==> config.mk <==
export PLATFORM = sky130hd
export DESIGN_NAME = eeprom_ram_bridge
export DESIGN_NICKNAME = d
export VERILOG_FILES = /design/src/rtl/eeprom_ram_bridge.sv
export SDC_FILE = /design/constraint.sdc
export NUM_CORES = 1
export LEC_CHECK = 0
export CORE_MARGIN = 2
export CORE_UTILIZATION = 44
export DETAILED_ROUTE_END_ITERATION = 6
export PLACE_DENSITY = 0.89
export SLEW_MARGIN = 5
export SYNTH_ARGS = -nofsm -noshare
export SYNTH_HDL_FRONTEND = slang
export SYNTH_SLANG_ARGS = --single-unit
==> constraint.sdc <==
create_clock -name clk -period 1.7 [get_ports clk]
set_input_delay 0.51 -clock clk [delete_from_list [all_inputs] [get_ports clk]]
set_output_delay 0.51 -clock clk [all_outputs]
set_load 0.02 [all_outputs]
==> src/rtl/eeprom_ram_bridge.sv <==
// eeprom_ram_bridge: services the serial EEPROM model's level-held read/write
// requests against a shared byte-wide save memory, arbitrates a host save-file
// port onto the same memory, and keeps a dirty flag for EEPROM writes.
module eeprom_ram_bridge #(
  parameter int ADDR_W = 8
) (
  input  logic              clk,
  input  logic              reset_n,
  // EEPROM side
  input  logic              type_24C01,
  input  logic [7:0]        ram_addr,
  input  logic              ram_read,
  input  logic              ram_write,
  input  logic [7:0]        data_to_ram,
  output logic [7:0]        data_from_ram,
  output logic              ram_done,
  // backing memory side
  output logic [ADDR_W-1:0] mem_addr,
  output logic [7:0]        mem_wdata,
  output logic              mem_rd,
  output logic              mem_wr,
  input  logic [7:0]        mem_rdata,
  input  logic              mem_ack,
  // host save-file side
  output logic              host_ready,
  input  logic [ADDR_W-1:0] host_addr,
  input  logic [7:0]        host_wdata,
  input  logic              host_rd,
  input  logic              host_wr,
  output logic [7:0]        host_rdata,
  output logic              host_ack,
  // dirty tracking
  output logic              dirty,
  input  logic              dirty_clr
);

  typedef enum logic [1:0] {
    S_IDLE,
    S_EE_MEM,
    S_EE_DONE,
    S_HOST_MEM
  } state_t;

  state_t              r_state;

  // memory strobe / address registers (stable for the whole strobe)
  logic [ADDR_W-1:0]   r_mem_addr;
  logic [7:0]          r_mem_wdata;
  logic                r_mem_rd;
  logic                r_mem_wr;

  // EEPROM / host result registers
  logic [7:0]          r_data_from_ram;
  logic                r_ram_done;
  logic [7:0]          r_host_rdata;
  logic                r_host_ack;
  logic                r_dirty;

  // pending host request slot
  logic                r_host_pend;
  logic [ADDR_W-1:0]   r_host_addr;
  logic [7:0]          r_host_wdata;
  logic                r_host_is_wr;

  logic                w_ee_req;
  logic [ADDR_W-1:0]   w_ee_addr;
  logic                w_host_take;
  logic                w_host_done;
  logic                w_dirty_set;

  assign w_ee_req    = ram_read | ram_write;
  // host_ready is simply "slot empty", so a strobe is taken only when free
  assign w_host_take = (host_rd | host_wr) & ~r_host_pend;
  assign w_host_done = (r_state == S_HOST_MEM) & mem_ack;
  // r_mem_wr is still high in the ack cycle, so it marks an EEPROM write
  assign w_dirty_set = (r_state == S_EE_MEM) & mem_ack & r_mem_wr;

  // EEPROM address zero-extended; the 128-byte part ignores address bit 7
  always_comb begin
    w_ee_addr      = '0;
    w_ee_addr[7:0] = ram_addr;
    if (type_24C01) begin
      w_ee_addr[7] = 1'b0;
    end
  end

  // Host latch: capture one request into the slot, free it when serviced
  always_ff @(posedge clk or negedge reset_n) begin
    if (!reset_n) begin
      r_host_pend  <= 1'b0;
      r_host_addr  <= '0;
      r_host_wdata <= '0;
      r_host_is_wr <= 1'b0;
    end else if (w_host_take) begin
      r_host_pend  <= 1'b1;
      r_host_addr  <= host_addr;
      r_host_wdata <= host_wdata;
      r_host_is_wr <= host_wr;   // simultaneous rd+wr: write wins
    end else if (w_host_done) begin
      r_host_pend  <= 1'b0;
    end
  end

  // Arbitration FSM: EEPROM first, then the pending host request
  always_ff @(posedge clk or negedge reset_n) begin
    if (!reset_n) begin
      r_state         <= S_IDLE;
      r_mem_addr      <= '0;
      r_mem_wdata     <= '0;
      r_mem_rd        <= 1'b0;
      r_mem_wr        <= 1'b0;
      r_data_from_ram <= '0;
      r_ram_done      <= 1'b0;
      r_host_rdata    <= '0;
      r_host_ack      <= 1'b0;
    end else begin
      r_host_ack <= 1'b0;
      case (r_state)
        S_IDLE: begin
          if (w_ee_req) begin
            r_state     <= S_EE_MEM;
            r_mem_addr  <= w_ee_addr;
            r_mem_wdata <= data_to_ram;
            r_mem_wr    <= ram_write;
            r_mem_rd    <= ~ram_write;
          end else if (r_host_pend) begin
            r_state     <= S_HOST_MEM;
            r_mem_addr  <= r_host_addr;
            r_mem_wdata <= r_host_wdata;
            r_mem_wr    <= r_host_is_wr;
            r_mem_rd    <= ~r_host_is_wr;
          end
        end
        S_EE_MEM: begin
          if (mem_ack) begin
            r_mem_rd   <= 1'b0;
            r_mem_wr   <= 1'b0;
            if (r_mem_rd) begin
              r_data_from_ram <= mem_rdata;
            end
            r_ram_done <= 1'b1;
            r_state    <= S_EE_DONE;
          end
        end
        S_EE_DONE: begin
          // 4-phase handshake: wait for the EEPROM to release its request
          if (!w_ee_req) begin
            r_ram_done <= 1'b0;
            r_state    <= S_IDLE;
          end
        end
        S_HOST_MEM: begin
          if (mem_ack) begin
            r_mem_rd   <= 1'b0;
            r_mem_wr   <= 1'b0;
            r_host_ack <= 1'b1;
            if (r_mem_rd) begin
              r_host_rdata <= mem_rdata;
            end
            r_state    <= S_IDLE;
          end
        end
        default: begin
          r_state <= S_IDLE;
        end
      endcase
    end
  end

  // Dirty flag: set by completed EEPROM writes, set beats clear
  always_ff @(posedge clk or negedge reset_n) begin
    if (!reset_n) begin
      r_dirty <= 1'b0;
    end else if (w_dirty_set) begin
      r_dirty <= 1'b1;
    end else if (dirty_clr) begin
      r_dirty <= 1'b0;
    end
  end

  assign mem_addr      = r_mem_addr;
  assign mem_wdata     = r_mem_wdata;
  assign mem_rd        = r_mem_rd;
  assign mem_wr        = r_mem_wr;
  assign data_from_ram = r_data_from_ram;
  assign ram_done      = r_ram_done;
  assign host_rdata    = r_host_rdata;
  assign host_ack      = r_host_ack;
  assign host_ready    = ~r_host_pend;
  assign dirty         = r_dirty;

endmodule
Yosys cells after proc, flatten, opt, wreduce, memory -nomap -nowiden
Cells that the tools add are included.

word-level totals
  register bits = 57
  input port bits = 49
  output and inout port bits = 38
  word-level logic and storage cells = 71

cells by class
  equal/unequal tests = 8
  mux-type cells = 27
  bitwise logic cells = 9
  reduce and logical (&&, ||, !) cells = 13

operators with widths
  cell                count
  $mux 8              4
  $mux 1              14
  $reduce_and 3->1    4
  $mux 2              5
  $reduce_bool 2->1   5
  $pmux 2 s4          1
  $ne 2x2->1 const B  3
  $pmux 1 s2          3
  $and 1x1->1         4
  $eq 2x2->1 const B  2
  $reduce_and 4->1    1
  $ne 3x3->1 const B  1
  $not 1->1           3
  $eq 2x1->1 const B  1
  $logic_not 2->1     1
  $ne 2x1->1 const B  1
  $or 1x1->1          2
  $reduce_and 2->1    1
  $reduce_or 2->1     1

Longest topological paths before layout
Gate-level depths: netlist of the first run.

  depth in word-level cells = 4
  mapped depth = 5

Least setup slack after synthesis of the first run
No wires, ideal clock.

  path type = input -> register
  from = in ram_write
  to = reg r_mem_addr[0] (netlist: mem_addr[0])
  arrival = 1.531 ns
  required time = 1.575 ns
  path slack = 0.044 ns
  stages on the path = 4
  buffers on the path = 1
  cells stage by stage = nor2_4 -> buf_2 -> mux2_2 -> mux2_4

on the way
  cells in the longest elaborated chain, start to end = 3
  elaborated cells on any way between the ends = 4
  those cells by class = 1 x mux; 1 x bitwise; 2 x reduce/logical

ends and longest elaborated chain
  item                                line  text
  start: declaration                  13    input logic ram_write,
  $or 1x1->1 *                        71    assign w_ee_req = ram_read | ram_write;
  $reduce_bool 2->1 (no source line)  n/a
  $reduce_and 2->1 (no source line)   n/a
  end signal: assignment              122   r_mem_addr <= w_ee_addr;
  end signal: assignment              128   r_mem_addr <= r_host_addr;
  end: declaration                    47    logic [ADDR_W-1:0] r_mem_addr;

Every way passes the cells marked *; elsewhere a longest branch is shown, timed or not.
A chain may end at the register's enable or synchronous reset.

Worst setup path in the final report of the first run
  from = reg r_host_pend
  to = out host_ready

on the way
  cells in the longest elaborated chain, start to end = 1

ends and longest elaborated chain
  item                      line  text
  start: declaration        60    logic r_host_pend;
  start signal: assignment  90    r_host_pend <= 1'b0;
  start signal: assignment  95    r_host_pend <= 1'b1;
  start signal: assignment  100   r_host_pend <= 1'b0;
  $not 1->1                 189   assign host_ready = ~r_host_pend;
  end: declaration          25    output logic host_ready,

Every way passes these cells.

==> results of run 1 <==
## layout make-up
type	count	area, um^2	area share (%)
clock inverter	5	77.57	2.108
inverter	4	15.01	0.4080
tap	72	90.09	2.448
multi-input combinational	89	924.6	25.13
timing repair buffer	100	994.7	27.03
sequential	57	1426	38.76
clock buffer	11	151.4	4.114
## worst max-delay path, cell delays in order, from the launching register on
cell           delay, ns
dfrtp_1             0.39
inv_1               0.07
dlygate4sd2_1       0.34
## sequential cells by signal, summed over array words and instances, names as in the netlist
register	cells
host_rdata	8
mem_wr	1
mem_rd	1
r_host_addr	8
dirty	1
mem_wdata	8
data_from_ram	8
host_ack	1
mem_addr	8
r_state	2
r_host_pend	1
r_host_wdata	8
r_host_is_wr	1
ram_done	1
## timing repair
| action | CTS | global route |
|---|---|---|
| resized for setup | 39 | 1 |
| cloned | 0 | 1 |
| pin swaps | 0 | 2 |
| endpoints found under the setup margin | 46 | 8 |
## cells in the mapped netlist (all sizes together)
| cell | instances |
|---|---|
| a221oi | 1 |
| nor2b | 1 |
| nand2 | 3 |
| o21ai | 2 |
| mux2 | 66 |
| and3 | 1 |
| nor3 | 1 |
| a21oi | 4 |
| o32ai | 1 |
| nand4 | 1 |
| nand2b | 2 |
| nand4b | 1 |
| inv | 4 |
| and2 | 1 |
| dfrtp | 57 |
| clkbuf | 2 |
| o21a | 1 |
| a211o | 1 |
| nor2 | 1 |
| mux2i | 1 |
| buf | 5 |
## layer usage
layer	part of all wire, %	GRT usage (%)	vias up
met2	51	31.98	55
met1	43	25.10	832
met5	0	0	-
li1	-	-	769
met4	1.8	10.00	0
met3	4.0	4.943	10
## final timing paths
path	from	end	cells past startpoint
min in group clk	data_from_ram[3]$_DFFE_PN0P_	data_from_ram[3]$_DFFE_PN0P_	1
min reg2reg	data_from_ram[3]$_DFFE_PN0P_	data_from_ram[3]$_DFFE_PN0P_	1
max in group asynchronous	reset_n	mem_addr[3]$_DFFE_PN0P_	2
max reg2reg	r_host_pend$_DFFE_PN0P_	mem_addr[0]$_DFFE_PN0P_	5
min	reset_n	data_from_ram[3]$_DFFE_PN0P_	2
max	r_host_pend$_DFFE_PN0P_	host_ready	2
## power by group through the flow
stage / Clock [mW] / Combinational (mW) / Sequential, mW
after CTS: 1.47 / 2.75 / 2.42
after floorplan: 0 / 1.29 / 2.84
final: 1.44 / 2.72 / 2.42
after global routing: 1.55 / 2.90 / 2.51
after global placement: 0 / 2.96 / 2.41
after detailed placement: 0 / 3.03 / 2.44
## cells by family after synthesis
family                 count (synthesis)  share of synthesized area, %
muxes                                 67                         32.37
DFF                                   57                         58.95
and+or+nand+nor                       12                         3.051
buffers and inverters                 11                         2.844
AOI/OAI and AO/OA                     10                         2.792
## metrics by stage
| step | setup WS [ns] | cells | hold slack, ns |
|---|---|---|---|
| 2_1_floorplan | 0.04374 | 157 | 0.2144 |
| 3_3_place_gp | -0.3330 | 321 | 0.4812 |
| 3_5_place_dp | -0.3554 | 321 | 0.4874 |
| 4_1_cts | 0.01050 | 337 | 0.1732 |
| 5_1_grt | 0.002136 | 338 | 0.1757 |
| 6_report | 0.05932 | 338 | 0.1723 |
==> summary.md, run 1 <==
| Metric | Value |
|---|---|
| CTS tree | done |
| Reg2reg setup slack | 0.20 ns |
| Total die area | 0.006109 mm^2 |
| Filler instances | about 400 |
| Total nets after synthesis | 206 |
| Area of the mapped netlist | 0.002420 mm^2 |
| Pwr dens | between 1500 and 2000 mW/mm^2 |
| Seq pwr share | 36.7% |
| Clock transition time at the flip-flop clock pins of the worst setup and hold paths | ~0.07 ns |
| Clk_lat worst skew | 0.33 ns |
| Starting density of the core | between 40 and 50% |
| Vias in the first global route | 1813 |
| Final setup skew | between 0.005 and 0.006 ns |
| Layout cells sized above 1 | 37.22% |
| Std cell rows | 27 |
| Fin area | 0.003680 mm^2 |
| Post-layout util | between 60% and 70% |
| H-Tree Depth | 3 |
| Comb power frac | 41.4% |
| CP endpoint kind | output port |
| Clock group share of total power | 21.9% |
| Switching Fraction | between 30% and 40% |
| Cts hold-fix bufs | 0 |
| GRT Total Usage | 19.90% |
| Cell Area, Placed | 0.003472 mm^2 |
| Total wire length | 5686 um |
| Largest net degree at the start of global routing | 58 |
| Top cells by area, synth | dfrtp_1, mux2_2, mux2_4 |
| Antenna cell count | 0 |
| Peak supply drop | 0.0008880 V |
| Commonest non-fill, non-tap cell in the layout | mux2_2 |
| Synth Warn # | 0 |
| Tcrit/Tclk final | 96.51% |
| TritonRoute pass-1 iters | 4 |
| Core footprint | 0.005405 mm^2 |
| F_max | between 600 and 700 MHz |
| Outcome | finished clean |
| Min-delay worst type | input pin to async pin |
| Startpoint Class | register |
| Post-CTS Setup Bufs | 0 |
| Die H | 78.16 um |
| Remaining DRCs | 0 |
| Final net count | 310 |
| Clk buf depth | 2 |
| Cells after Synth | 157 |
| Final HPWL DP | 3792 um |
| Final Critical Period | roughly 1.6 ns |
| Critical path class | register to output port |
| GRT overflow | 0 |
| Top cell type's share of synthesized area | between 50 and 60% |
| Required time of the critical path | 1.19 ns |
| RePlAce Congestion | 0.7634 |
| Worst slew margin | between 70 and 80% |
| Fin. max-slew vios | 0 |
| Mapped Avg Cell Area | 15.41 um^2 |
| CP max FO | 2 |
| First-pass GRT wire length | 9094 um |
| Final Total Pwr | around 6.6 mW |
| Avg WL per Cell | 16.82 um |
| Die X | just under 80 um |
| # IOs | 87 |
| Synth area leader | dfrtp_1 |
| Critical path arrival | 1.13 ns |
| Unique cell type count in the Yosys netlist | 25 |
| Cts bufs inserted | 9 |
| Antenna violations before repair | 0 |
| RSZ-0062 raised after global routing | false |
| Internal Pwr Total | 4.391 mW |
| CTS Root Cell | clkbuf_8 |
| Final hold vios | 0 |
| Net Sw Power | between 2 and 2.5 mW |
| Vias/cell | ~4.9 |
| Initial DRC count | 91 |
| Worst-Margin Slew | 0.3078 ns |
| Setup TNS | 0 ns |
| Final setup violation count | 0 |
| Port bufs | between 80 and 90 |
| Synthesis-to-layout area growth | 52.07% |
| Sink Count | 57 |
| Number of synthesized register bits | 57 |
| Routed via count | 1666 |
| Commonest cells after routing, fill and taps aside | mux2_2, dfrtp_1, clkdlybuf4s50_1 |
| Seq/Total Area, Yosys | between 50% and 60% |
| P_leak | around 1.7 nW |
| Remaining antenna violation count | 0 |
| Max cap viols | 0 |
Power figures use the tool's default switching activity.
==> run 2: changes to the inputs <==
--- a/config.mk
+++ b/config.mk
@@ -6,9 +6,11 @@
 export NUM_CORES = 1
 export LEC_CHECK = 0
 export CORE_MARGIN = 2
-export CORE_UTILIZATION = 44
+export CORE_UTILIZATION = 46
+export CTS_BUF_LIST = sky130_fd_sc_hd__clkbuf_4
 export DETAILED_ROUTE_END_ITERATION = 6
-export PLACE_DENSITY = 0.89
+export PLACE_DENSITY = 0.92
+export REMOVE_ABC_BUFFERS = 1
 export SLEW_MARGIN = 5
 export SYNTH_ARGS = -nofsm -noshare
 export SYNTH_HDL_FRONTEND = slang
==> summary.md, run 2 (synthesis results as in run 1) <==
| Metric | Value |
|---|---|
| Outcome | finished clean |
| Std cell rows | 26 |
| Remaining DRCs | 0 |
| Commonest non-fill, non-tap cell in the layout | mux2_2 |
| Slowest stage delay, CP | 0.46 ns |
| Final net count | 309 |
| Die X | 76.53 um |
| Crit. path cell count | 5 |
| Routed via count | 1688 |
| Vias/cell | 5.039 |
| Crit-path slowest cell | clkdlybuf4s50_1 |
| Die H | 76.53 um |
| GRT Total Usage | 19.70% |
| Vias in the first global route | between 1500 and 2000 |
| Peak supply drop | 0.001041 V |
| Worst R2R End | mem_addr[6]$_DFFE_PN0P_ |
| Final setup skew | 0.01280 ns |
| Total die area | 0.005857 mm^2 |
| Sink Count | 57 |
| Max cap viols | 0 |
| P_leak | 1.635 nW |
| Post-CTS Setup Bufs | 0 |
| WP buf/inv | 2 |
| TritonRoute pass-1 iters | 4 |
| Comb power frac | between 40% and 50% |
| CP max FO | 8 |
| Remaining antenna violation count | 0 |
| Seq pwr share | 40.8% |
| Crit path cell chain | clkdlybuf4s50_1, nor2_4, buf_4, mux2_2, mux2_4 |
| CTS Root Cell | clkbuf_4 |
| Clk buf depth | 2 |
| Starting density of the core | 47.38% |
| Worst slew margin | between 80 and 90% |
| Required time of the critical path | 1.97 ns |
| Net Sw Power | 2.108 mW |
| Layout cells sized above 1 | between 30% and 40% |
| Clk_lat worst skew | ~0.38 ns |
| Tcrit/Tclk final | 99.03% |
| # IOs | 87 |
| Commonest cells after routing, fill and taps aside | mux2_2, dfrtp_1, clkdlybuf4s50_1 |
| CP endpoint kind | register |
| Core footprint | 0.005107 mm^2 |
| CTS tree | done |
| Port bufs | 86 |
| Reg2reg setup slack | 0.23 ns |
| Switching Fraction | 35.98% |
| Fin. max-slew vios | 0 |
| Final HPWL DP | 3848 um |
| Synthesis-to-layout area growth | 45.66% |
| RSZ-0062 raised after global routing | false |
| Cell Area, Placed | 0.003470 mm^2 |
| Cts bufs inserted | 9 |
| Antenna cell count | 0 |
| Clock group share of total power | a little over an eighth |
| Final setup violation count | 0 |
| Worst Reg-to-Reg Cells | 5 |
| Fin area | 0.003525 mm^2 |
| Final Critical Period | about 1.7 ns |
| Critical path arrival | 1.95 ns |
| Pwr dens | 1662 mW/mm^2 |
| Startpoint Class | input pin |
| Min-delay worst type | input pin to async pin |
| Worst-Margin Slew | 0.2970 ns |
| Total wire length | 5283 um |
| RePlAce Congestion | just under 0.8 |
| GRT overflow | 0 |
| Dpl ws | -0.3900 ns |
| First-pass GRT wire length | ~8900 um |
| Final hold vios | 0 |
| Largest net degree at the start of global routing | 58 |
| Initial DRC count | 87 |
| Critical path class | input pin to register |
| Delay-heaviest family, CP | buffers and inverters |
| Avg WL per Cell | between 15 and 20 um |
| Antenna violations before repair | 0 |
| Clock transition time at the flip-flop clock pins of the worst setup and hold paths | 0.10 ns |
| Final Worst Setup Slack | roughly 0.016 ns |
| Reg-to-Reg Start | r_host_pend$_DFFE_PN0P_ |
| Internal Pwr Total | 3.751 mW |
| F_max | 594.0 MHz |
| H-Tree Depth | 3 |
-- run 2: power by group through the flow --
stage | sequential [mW] | combinational (mW) | clock (mW)
5_1_grt | 2.49 | 2.87 | 0.869
3_3_place_gp | 2.39 | 2.95 | 0
3_5_place_dp | 2.43 | 3.04 | 0
4_1_cts | 2.39 | 2.74 | 0.800
6_report | 2.39 | 2.70 | 0.769
2_1_floorplan | 2.87 | 1.15 | 0
-- run 2: per-layer routing --
layer	GRT usage [%]	wire, um	vias up
li1	-	-	767
met1	22.75	2113	851
met2	33.01	2794	66
met3	7.701	317	4
met4	7.636	57	0
met5	0	0	-
-- run 2: through the flow --
step                      hold slack [ns]  total power [mW]  instances  setup TNS, ns  util (%)
after floorplan                    0.2144             4.016        150         -4.385         -
after global placement             0.4817             5.346        319         -8.598     67.93
after detailed placement           0.4890             5.470        319         -9.247     67.93
after CTS                          0.1020             5.936        335              0     69.11
after global routing               0.1047             6.229        335              0     69.01
final                              0.1127             5.859        335              0     69.01
-- run 2: how the worst max path moves through the flow --
stage	from	end	slack, ns
final	ram_write	mem_addr[5]$_DFFE_PN0P_	0.02
after global routing	mem_addr[0]$_DFFE_PN0P_	mem_addr[0]	0.003
after CTS	r_host_pend$_DFFE_PN0P_	host_ready	0.03
after detailed placement	ram_write	mem_addr[5]$_DFFE_PN0P_	-0.39
after global placement	ram_write	mem_wdata[7]$_DFFE_PN0P_	-0.35
after floorplan	ram_write	mem_addr[7]$_DFFE_PN0P_	-0.28
-- run 2: timing repair --
action / in CTS / in global routing
endpoints found under the setup margin: 38 / 2
hold buffers: 0 / 0
resized for setup: 40 / 2
-- run 2: layout make-up --
cell class	instances	area (um^2)
timing repair buffer	99	965.9
inverter	4	15.01
sequential	57	1426
clock inverter	7	37.54
tap	70	87.58
clock buffer	9	67.56
fill	400	1583
multi-input combinational	89	924.6
==> run 3: changes to the inputs <==
--- a/config.mk
+++ b/config.mk
@@ -9,6 +9,7 @@
 export CORE_UTILIZATION = 46
 export CTS_BUF_LIST = sky130_fd_sc_hd__clkbuf_4
 export DETAILED_ROUTE_END_ITERATION = 6
+export MAX_ROUTING_LAYER = met4
 export PLACE_DENSITY = 0.92
 export REMOVE_ABC_BUFFERS = 1
 export SLEW_MARGIN = 5
==> summary.md, run 3 (synthesis results as in run 1) <==
| Metric | Value |
|---|---|
| Worst slew margin | 80.15% |
| TritonRoute pass-1 iters | 4 |
| WP buf/inv | 2 |
| Final Critical Period | between 1.5 and 2 ns |
| Startpoint Class | input pin |
| Sink Count | 57 |
| Largest net degree at the start of global routing | 58 |
| Remaining antenna violation count | 0 |
| Min-delay worst type | input pin to async pin |
| Pwr dens | ~1700 mW/mm^2 |
| Remaining DRCs | 0 |
| Post-CTS resize count | 40 |
| CTS Root Cell | clkbuf_4 |
| Initial DRC count | 88 |
| Setup TNS | 0 ns |
| Die H | 76.53 um |
| CP max FO | 8 |
| CTS tree | done |
| Crit-path slowest cell | clkdlybuf4s50_1 |
| Core footprint | 0.005107 mm^2 |
| Final hold vios | 0 |
| P_leak | 1.635 nW |
| Post-CTS Setup Bufs | 0 |
| Commonest non-fill, non-tap cell in the layout | mux2_2 |
| Total area of sequential cells | roughly 0.0014 mm^2 |
| Routed via count | roughly 1700 |
| Antenna violations before repair | 0 |
| Max cap viols | 0 |
| Vias/cell | 5.072 |
| Final Total Pwr | slightly below 6 mW |
| RSZ-0062 raised after global routing | false |
| Multi-input logic area | 924.6 um^2 |
| Vias in the first global route | 1829 |
| Final setup violation count | 0 |
| Final net count | 309 |
| Final HPWL DP | around 3800 um |
| Hold Slack | around 0.11 ns |
| Critical path class | input pin to register |
| Port bufs | 86 |
| Peak supply drop | 0.001042 V |
| Critical path arrival | 1.95 ns |
| Layout cells sized above 1 | 36.60% |
| Crit path cell chain | clkdlybuf4s50_1, nor2_4, buf_4, mux2_2, mux2_4 |
| Tcrit/Tclk final | 99.07% |
| Clock transition time at the flip-flop clock pins of the worst setup and hold paths | 0.10 ns |
| Slowest stage delay, CP | 0.46 ns |
| Final setup skew | 0.01273 ns |
| Total die area | 0.005857 mm^2 |
| Cells after DPL | 319 |
| Antenna cell count | 0 |
| Required time of the critical path | a little under 2 ns |
| CP endpoint kind | register |
| RePlAce Congestion | 0.8004 |
| Total wire length | 5283 um |
| Delay-heaviest family, CP | buffers and inverters |
| First-pass GRT wire length | 8859 um |
| Cts bufs inserted | 9 |
| Commonest cells after routing, fill and taps aside | mux2_2, dfrtp_1, clkdlybuf4s50_1 |
| Post-layout util | 69.01% |
| Fin. max-slew vios | 0 |
| Cts hold-fix bufs | 0 |
| # IOs | 87 |
| GRT Total Usage | roughly 20% |
| Clk_lat worst skew | 0.38 ns |
| Outcome | finished clean |
| Filler instances | 400 |
| Die X | 76.53 um |
| Std cell rows | 26 |
| Post-route insts no fill | approximately 340 |
| Clk buf depth | 2 |
| Starting density of the core | 47.38% |
| Worst-Margin Slew | 0.2978 ns |
| Synthesis-to-layout area growth | 45.66% |
| F_max | ~590 MHz |
| Avg WL per Cell | 15.77 um |
| H-Tree Depth | 3 |
| GRT overflow | 0 |
## run 3: cell counts in the layout (fill, tap and decap cells not counted)
No cell type changed its count.
## run 3: final cells by class
class                           count  share of cell area (%)
Timing Repair Buffer               99                   27.41
Inverter                            4                  0.4260
Clock inverter                      7                   1.065
Multi-Input combinational cell     89                   26.23
Clock buffer                        9                   1.917
Tap cell                           70                   2.485
Sequential cell                    57                   40.47
## run 3: where the power goes
group | internal [mW] | total (mW) | switching, mW
combinational | 1.45 | 2.70 | 1.25
clock | 0.283 | 0.769 | 0.487
sequential | 2.02 | 2.39 | 0.373
## run 3: final timing paths
path / from / endpoint / slack [ns] / cells past startpoint
max: ram_write / mem_addr[5]$_DFFE_PN0P_ / 0.02 / 5
min: reset_n / data_from_ram[4]$_DFFE_PN0P_ / 0.11 / 2
max reg2reg: r_host_pend$_DFFE_PN0P_ / mem_addr[6]$_DFFE_PN0P_ / 0.24 / 5
min reg2reg: r_host_addr[6]$_DFFE_PN0P_ / r_host_addr[6]$_DFFE_PN0P_ / 0.51 / 1
max in group asynchronous: reset_n / r_host_wdata[2]$_DFFE_PN0P_ / 1.33 / 2
min in group clk: r_host_addr[6]$_DFFE_PN0P_ / r_host_addr[6]$_DFFE_PN0P_ / 0.51 / 1
## run 3: per-layer routing
layer  GRT usage, %  part of all wire, %  vias up
li1               -                    -      769
met1          23.30                   41      856
met2          32.92                   53       70
met3          6.991                  5.3        4
met4          7.636                  1.0        0
met5              -                    0        -
## run 3: metrics by stage
stage          worst slack (ns)  instance area, um^2
2_1_floorplan           -0.2785                 2366
3_3_place_gp            -0.3500                 3470
3_5_place_dp            -0.3900                 3470
4_1_cts                 0.02732                 3530
5_1_grt                0.002695                 3525
6_report                0.01574                 3525
